===== config.mk =====
export PLATFORM = sky130hd
export DESIGN_NAME = microsequencer_flat
export DESIGN_NICKNAME = d
export VERILOG_FILES = /design/src/rtl/microsequencer_if.sv /design/src/rtl/microsequencer.sv /design/src/flat_wrapper.sv
export SDC_FILE = /design/constraint.sdc
export NUM_CORES = 1
export LEC_CHECK = 0
export ABC_AREA = 1
export CORE_MARGIN = 1
export CORE_UTILIZATION = 45
export DETAILED_ROUTE_END_ITERATION = 10
export DONT_BUFFER_PORTS = 1
export PLACE_DENSITY_LB_ADDON = 0.3
export SYNTH_ARGS = -nofsm -noshare
export SYNTH_HDL_FRONTEND = slang
export SYNTH_SLANG_ARGS = --single-unit
export TNS_END_PERCENT = 10

===== constraint.sdc =====
create_clock -name clk -period 2.7 [get_ports clk]
set_clock_uncertainty 0.15 [all_clocks]
set_input_delay 0.405 -clock clk [delete_from_list [all_inputs] [get_ports clk]]
set_output_delay 0.405 -clock clk [all_outputs]
set_load 0.005 [all_outputs]

===== src/rtl/microsequencer_if.sv =====
// Bundle of the microsequencer's control inputs and registered status outputs.
// The master side (controller/bench) drives the next-address controls; the slave (sequencer) reports state.
interface microsequencer_if #(
  parameter int STATE_W = 7,
  parameter int NCOND   = 4,
  parameter int DEPTH   = 4
);
  localparam int CSEL_W = $clog2(NCOND);
  localparam int SP_W   = $clog2(DEPTH + 1);

  // ld is a plain advance enable: each rising clk with ld=1 consumes one
  // n_op; with ld=0 every piece of sequencer state holds. There is no ready.
  logic                ld;
  logic [3:0]          n_op;
  logic [NCOND-1:0]    cond_in;
  logic [CSEL_W-1:0]   cond_sel;
  logic                inv;
  logic [STATE_W-1:0]  enc;
  logic [STATE_W-1:0]  cr;
  logic [STATE_W-1:0]  state;
  logic [SP_W-1:0]     sp;
  logic                ovf;
  logic                unf;
  logic                sts;

  modport master (
    output ld, n_op, cond_in, cond_sel, inv, enc, cr,
    input  state, sp, ovf, unf, sts
  );

  modport slave (
    input  ld, n_op, cond_in, cond_sel, inv, enc, cr,
    output state, sp, ovf, unf, sts
  );
endinterface


===== src/rtl/microsequencer.sv =====
// Microprogram sequencer: next-address selection with condition test and a
// return-address stack with sticky overflow/underflow flags.
module microsequencer #(
  parameter int STATE_W    = 7,
  parameter int NCOND      = 4,
  parameter int DEPTH      = 4,
  parameter int FETCH_ADDR = 1,
  parameter int RESET_ADDR = 0
) (
  input  logic              clk,
  input  logic              reset,
  microsequencer_if.slave   bus
);
  localparam int SP_W = $clog2(DEPTH + 1);

  localparam logic [3:0] OP_ENC       = 4'h0;
  localparam logic [3:0] OP_FETCH     = 4'h1;
  localparam logic [3:0] OP_CR        = 4'h2;
  localparam logic [3:0] OP_INC       = 4'h3;
  localparam logic [3:0] OP_ENC_CR    = 4'h4;
  localparam logic [3:0] OP_FETCH_CR  = 4'h5;
  localparam logic [3:0] OP_INC_FETCH = 4'h6;
  localparam logic [3:0] OP_BRANCH    = 4'h7;
  localparam logic [3:0] OP_CALL      = 4'h8;
  localparam logic [3:0] OP_CALL_C    = 4'h9;
  localparam logic [3:0] OP_RET       = 4'hA;
  localparam logic [3:0] OP_RET_C     = 4'hB;

  localparam logic [STATE_W-1:0] FETCH_V = STATE_W'(FETCH_ADDR);
  localparam logic [STATE_W-1:0] RESET_V = STATE_W'(RESET_ADDR);
  localparam logic [SP_W-1:0]    SP_FULL = SP_W'(DEPTH);

  logic [STATE_W-1:0] state_q, state_d;
  logic [SP_W-1:0]    sp_q, sp_d;
  logic               ovf_q, ovf_d;
  logic               unf_q, unf_d;
  logic [STATE_W-1:0] stack_q [DEPTH];
  logic [STATE_W-1:0] stack_d [DEPTH];

  logic               sts;
  logic [STATE_W-1:0] inc;
  logic [STATE_W-1:0] top;
  logic [STATE_W-1:0] op_next;
  logic               do_call;
  logic               do_ret;

  assign sts = bus.cond_in[bus.cond_sel] ^ bus.inv;
  assign inc = state_q + STATE_W'(1);

  // Entry below sp is the top of stack; sp==0 leaves top unused.
  always_comb begin
    top = '0;
    for (int i = 0; i < DEPTH; i++) begin
      if (sp_q == SP_W'(i + 1)) top = stack_q[i];
    end
  end

  always_comb begin
    op_next = inc;
    do_call = 1'b0;
    do_ret  = 1'b0;
    case (bus.n_op)
      OP_ENC:       op_next = bus.enc;
      OP_FETCH:     op_next = FETCH_V;
      OP_CR:        op_next = bus.cr;
      OP_INC:       op_next = inc;
      OP_ENC_CR:    op_next = sts ? bus.enc : bus.cr;
      OP_FETCH_CR:  op_next = sts ? FETCH_V : bus.cr;
      OP_INC_FETCH: op_next = sts ? inc : FETCH_V;
      OP_BRANCH:    op_next = sts ? bus.cr : inc;
      OP_CALL:      do_call = 1'b1;
      OP_CALL_C:    do_call = sts;
      OP_RET:       do_ret  = 1'b1;
      OP_RET_C:     do_ret  = sts;
      default:      op_next = inc;
    endcase
  end

  always_comb begin
    state_d = state_q;
    sp_d    = sp_q;
    ovf_d   = ovf_q;
    unf_d   = unf_q;
    stack_d = stack_q;
    if (bus.ld) begin
      state_d = op_next;
      if (do_call) begin
        state_d = bus.cr;
        // A call into a full stack still jumps; only the return address is lost.
        if (sp_q == SP_FULL) begin
          ovf_d = 1'b1;
        end else begin
          sp_d = sp_q + SP_W'(1);
          for (int i = 0; i < DEPTH; i++) begin
            if (sp_q == SP_W'(i)) stack_d[i] = inc;
          end
        end
      end
      if (do_ret) begin
        if (sp_q == '0) begin
          state_d = FETCH_V;
          unf_d   = 1'b1;
        end else begin
          state_d = top;
          sp_d    = sp_q - SP_W'(1);
        end
      end
    end
  end

  always_ff @(posedge clk or posedge reset) begin
    if (reset) begin
      state_q <= RESET_V;
      sp_q    <= '0;
      ovf_q   <= 1'b0;
      unf_q   <= 1'b0;
    end else begin
      state_q <= state_d;
      sp_q    <= sp_d;
      ovf_q   <= ovf_d;
      unf_q   <= unf_d;
    end
  end

  // Stack contents carry no reset; validity is defined by sp alone.
  always_ff @(posedge clk) begin
    stack_q <= stack_d;
  end

  assign bus.state = state_q;
  assign bus.sp    = sp_q;
  assign bus.ovf   = ovf_q;
  assign bus.unf   = unf_q;
  assign bus.sts   = sts;
endmodule


===== src/flat_wrapper.sv =====
// flat-port wrapper written by rule: the top's interface ports become plain ports
module microsequencer_flat 
#(
  parameter int STATE_W    = 7,
  parameter int NCOND      = 4,
  parameter int DEPTH      = 4,
  parameter int FETCH_ADDR = 1,
  parameter int RESET_ADDR = 0
)
  (clk, reset, bus_ld, bus_n_op, bus_cond_in, bus_cond_sel, bus_inv, bus_enc, bus_cr, bus_state, bus_sp, bus_ovf, bus_unf, bus_sts);
  microsequencer_if #(.STATE_W(STATE_W), .NCOND(NCOND), .DEPTH(DEPTH)) bus_i ();
  input  logic clk;
  input  logic reset;
  input wire logic [$bits(bus_i.ld)-1:0] bus_ld;
  input wire logic [$bits(bus_i.n_op)-1:0] bus_n_op;
  input wire logic [$bits(bus_i.cond_in)-1:0] bus_cond_in;
  input wire logic [$bits(bus_i.cond_sel)-1:0] bus_cond_sel;
  input wire logic [$bits(bus_i.inv)-1:0] bus_inv;
  input wire logic [$bits(bus_i.enc)-1:0] bus_enc;
  input wire logic [$bits(bus_i.cr)-1:0] bus_cr;
  output wire logic [$bits(bus_i.state)-1:0] bus_state;
  output wire logic [$bits(bus_i.sp)-1:0] bus_sp;
  output wire logic [$bits(bus_i.ovf)-1:0] bus_ovf;
  output wire logic [$bits(bus_i.unf)-1:0] bus_unf;
  output wire logic [$bits(bus_i.sts)-1:0] bus_sts;
  assign bus_i.ld = bus_ld;
  assign bus_i.n_op = bus_n_op;
  assign bus_i.cond_in = bus_cond_in;
  assign bus_i.cond_sel = bus_cond_sel;
  assign bus_i.inv = bus_inv;
  assign bus_i.enc = bus_enc;
  assign bus_i.cr = bus_cr;
  assign bus_state = bus_i.state;
  assign bus_sp = bus_i.sp;
  assign bus_ovf = bus_i.ovf;
  assign bus_unf = bus_i.unf;
  assign bus_sts = bus_i.sts;
  microsequencer #(.STATE_W(STATE_W), .NCOND(NCOND), .DEPTH(DEPTH), .FETCH_ADDR(FETCH_ADDR), .RESET_ADDR(RESET_ADDR)) u_core (.clk(clk), .reset(reset), .bus(bus_i));
endmodule

==> out/qor.log <==
qor: sta.grt_setup_unrepaired no
qor: logic_synthesis.synth_nets 332
qor: floorplan.core_region_area 5205 sq um
qor: logic_synthesis.syn_inst 297
qor: worst_hold_path.timing.hold.worst_endpoint u_core.bus.sp[1]
qor: global_route.antenna_violations_before_repair 0
qor: setup_path.worst_ep_arrival_time 2330 ps
qor: floorplan.fp-row-count 26
qor: setup_path.cp_max_fo 16
qor: setup_path.r2r_start u_core.bus.sp[2]
qor: floorplan.ioPinCount 41
qor: global_route.grt_usage 0.2172
qor: finish.final.fill_count 517
qor: sta.fin_crit_sh 0.8372
qor: logic_synthesis.yosysSeqAreaShare 0.4599
qor: finish.multi_input_comb_area 1174 sq um
qor: drt.dr.pass1.iters 4
qor: clock_network.cts-htree-levels 2
qor: drt.wl 5822 um
qor: clock_network.clock_sinks 40
qor: placement.port_buffers 0
qor: finish.flow.area_growth_from_synthesis 6.556%
qor: setup_path.path_class register to register
qor: logic_synthesis.syn_avg_cell_area 8.354 sq um
qor: clock_network.clk_latency 290 ps
qor: finish.ff_latch_area 1141 sq um
qor: logic_synthesis.synthDominantCellAreaShare 0.3389
qor: setup_path.timing.reg2reg.worst_path_depth 9
qor: floorplan.start_util 0.4767
qor: sta.final_hold_viol_count 0
qor: finish.final_core_util 0.5079
qor: clock_network.clk_pin_slew 70 ps
qor: floorplan.die_y 76.26 um
qor: logic_synthesis.synth_area_leaders sky130_fd_sc_hd__edfxtp_1, sky130_fd_sc_hd__dfrtp_1, sky130_fd_sc_hd__nand2_1, sky130_fd_sc_hd__nand3_1, sky130_fd_sc_hd__nor2_1
qor: drt.avgViaCountPerCell 5.282
qor: logic_synthesis.yosys_warnings 0
qor: global_route.grt.overflow.total 0
qor: sta.max_slew.worst_pin.slew 561.3 ps
qor: logic_synthesis.largest_family_of_logic_cells_by_synthesized_area simple AND/OR/NAND/NOR gates
qor: clock_network.postCtsResizedCells 0
qor: sta.setup_violations 0
qor: placement.final_hpwl_from_detailed_placement 4610 um
qor: drt.drcViolationCount 0
qor: pwr.worst_ir_drop_vdd 0.0002152 V
qor: pwr.leakage_power 1.138 nW
qor: placement.dp_worst_setup_slack 444.1 ps
qor: sta.timing.max_slew.rel_slack 0.6254
qor: setup_path.reg2reg_to u_core.bus.state[0]
qor: logic_synthesis.synth_area 2481 sq um
qor: logic_synthesis.synth_edf_count 28
qor: clock_network.clock_path_buffers 2
qor: finish.antennaDiodeCount 0
qor: drt.drtIter0Drc 139
qor: clock_network.ctsRootBufferMaster sky130_fd_sc_hd__clkbuf_8
qor: logic_synthesis.synth-async-reset-ratio 0.3000
qor: clock_network.tritoncts yes
qor: run.drv.max_cap_violation_count 0
qor: logic_synthesis.synth-xor-area-share 0.02471
qor: setup_path.required 2770 ps
qor: sta.period_needed 2260 ps
qor: drt.via_count 1965
qor: worst_hold_path.min_path_cells 1
qor: logic_synthesis.synth.distinct_cells 34
qor: sta.maxSlewViolCount 0
qor: logic_synthesis.post_synthesis_register_bit_count 40
qor: finish.drive_above_1_share 0.1391
qor: floorplan.design.die.area 5815 sq um
qor: drt.final_antenna_net_count 0
qor: global_route.global_route_wire_length_before_repair 9756 um
qor: global_route.grt_start_max_net_pins 21
qor: finish.num-nets-final 336
qor: clock_network.cts_made_buffers 5
qor: sta.fin_ws 439.6 ps
qor: setup_path.endpoint_kind register
qor: global_route.number_of_global_route_vias_before_repair 1975
qor: logic_synthesis.synth_area_leader_cell sky130_fd_sc_hd__edfxtp_1
qor: sta.totalNegativeSetupSlack 0 ps
qor: logic_synthesis.yosys.area_share.adder 0.03530
qor: status.outcome complete, no violations
qor: logic_synthesis.synthMuxAreaShare 0
qor: placement.place_congestion 0.8364
qor: pwr.power_density 694.9 nW/um^2
qor: logic_synthesis.yosys.area_share.simple 0.3116
qor: drt.route.detailed.wl_per_inst 15.65 um
qor: sta.timing.hold.ws 61.36 ps
qor: worst_hold_path.holdCritPathClass primary input to register
qor: floorplan.die_width 76.26 um
qor: setup_path.reg2reg_setup_slack 440 ps
qor: logic_synthesis.dominantRegCellSynth sky130_fd_sc_hd__edfxtp_1
qor: setup_path.critical_path.startpoint_type register
qor: logic_synthesis.synth-compound-area-share 0.1014
qor: sta.maxClockFrequency 442.4 MHz
qor: worst_hold_path.holdCritStartpoint bus_ld
-- synth_stat cells (2+ instances only) --
library cell,n
sky130_fd_sc_hd__nand2_4,4
sky130_fd_sc_hd__edfxtp_1,28
sky130_fd_sc_hd__o21ai_1,3
sky130_fd_sc_hd__a21oi_2,4
sky130_fd_sc_hd__ha_1,7
sky130_fd_sc_hd__nand2_2,4
sky130_fd_sc_hd__nor2_2,3
sky130_fd_sc_hd__inv_2,7
sky130_fd_sc_hd__nand3_2,7
sky130_fd_sc_hd__nor3_1,2
sky130_fd_sc_hd__inv_1,27
sky130_fd_sc_hd__o211ai_1,3
sky130_fd_sc_hd__nand4_1,5
sky130_fd_sc_hd__a21oi_1,14
sky130_fd_sc_hd__xnor2_1,3
sky130_fd_sc_hd__clkbuf_1,2
sky130_fd_sc_hd__nand3b_1,2
sky130_fd_sc_hd__a22oi_1,2
sky130_fd_sc_hd__nand2_1,64
sky130_fd_sc_hd__buf_2,4
sky130_fd_sc_hd__nor2_1,38
sky130_fd_sc_hd__xor2_1,4
sky130_fd_sc_hd__nand3_1,33
sky130_fd_sc_hd__dfrtp_1,12
sky130_fd_sc_hd__o21ai_0,6
-- cells by family (layout without fill, tap and decap cells) --
family	after synthesis	after routing
simple gates	163	163
buf+inv	41	46
flops	40	40
compound gates	39	39
fa+ha+maj	7	7
xor+xnor	7	7
-- worst max path at each step --
stage / start / to / slack [ps] / cells past startpoint
final: u_core.bus.sp[2] / u_core.bus.state[0] / 440 / 9
after global placement: u_core.bus.sp[0] / u_core.stack_q[1] / 470 / 6
after global routing: u_core.bus.sp[2] / u_core.bus.state[0] / 230 / 9
after detailed placement: u_core.bus.sp[2] / u_core.bus.state[1] / 440 / 9
after CTS: u_core.bus.sp[2] / u_core.bus.state[1] / 430 / 9
after floorplan: u_core.bus.sp[2] / u_core.stack_q[0] / 370 / 6
-- layout make-up --
| class | count | share of cell area |
|---|---|---|
| Tap cell | 70 | 0.03313 |
| Clock inverter | 1 | 0.001893 |
| Sequential cell | 40 | 0.4316 |
| Clock buffer | 7 | 0.02887 |
| Multi-Input combinational cell | 216 | 0.4439 |
| Timing Repair Buffer | 4 | 0.01230 |
| Inverter | 34 | 0.04827 |
-- per-stage QoR --
step                      power, mW  std cells  cell area [sq um]
after global routing          1.957        372               2644
final                         1.837        372               2644
after CTS                     1.847        372               2644
after global placement        1.462        363               2552
after detailed placement      1.471        363               2552
after floorplan               1.304        297               2481
-- where the power goes --
group,total [mW],leakage [nW],internal [mW],switching (mW)
clock,0.378,0.0422,0.181,0.197
combinational,0.621,0.704,0.210,0.411
sequential,0.838,0.392,0.753,0.0851
total,1.84,1.14,1.14,0.693
-- flip-flops by register name (all words and copies together), names as in the netlist --
name	flops
u_core.bus.sp	3
u_core.stack_q	28
u_core.bus.ovf	1
u_core.bus.state	7
u_core.bus.unf	1
-- what timing repair did --
action	in CTS	in global routing
endpoints found under the hold margin	12	0
hold buffers	1	0
setup buffers	0	0
-- critical path, cell delays in order (launching register included) --
cell	delay [ps]
sky130_fd_sc_hd__dfrtp_1	460
sky130_fd_sc_hd__inv_1	250
sky130_fd_sc_hd__ha_1	300
sky130_fd_sc_hd__inv_1	310
sky130_fd_sc_hd__o21ai_0	130
sky130_fd_sc_hd__a31oi_1	200
sky130_fd_sc_hd__a21oi_1	80
sky130_fd_sc_hd__a21oi_1	130
sky130_fd_sc_hd__nor2_1	50
sky130_fd_sc_hd__a21oi_1	120
-- layer usage --
metal,GRT usage,part of all wire
met5,0,0
met4,0.07500,0.017
met2,0.3766,0.49
met1,0.2645,0.43
met3,0.04910,0.068
-- placed cells by master, fill, tap and decap left out, types with 4 or more instances in the layout --
cell type and count:
sky130_fd_sc_hd__nand2_1 64, sky130_fd_sc_hd__o21ai_0 6, sky130_fd_sc_hd__nand2_2 4, sky130_fd_sc_hd__nand3_2 7, sky130_fd_sc_hd__nor2_1 38, sky130_fd_sc_hd__a21oi_1 14, sky130_fd_sc_hd__nand3_1 33, sky130_fd_sc_hd__dfrtp_1 12
sky130_fd_sc_hd__ha_1 7, sky130_fd_sc_hd__inv_2 7, sky130_fd_sc_hd__nand4_1 5, sky130_fd_sc_hd__a21oi_2 4, sky130_fd_sc_hd__clkbuf_8 5, sky130_fd_sc_hd__nand2_4 4, sky130_fd_sc_hd__xor2_1 4, sky130_fd_sc_hd__inv_1 27
sky130_fd_sc_hd__edfxtp_1 28
No activity file was read; power rests on OpenSTA's default activity.
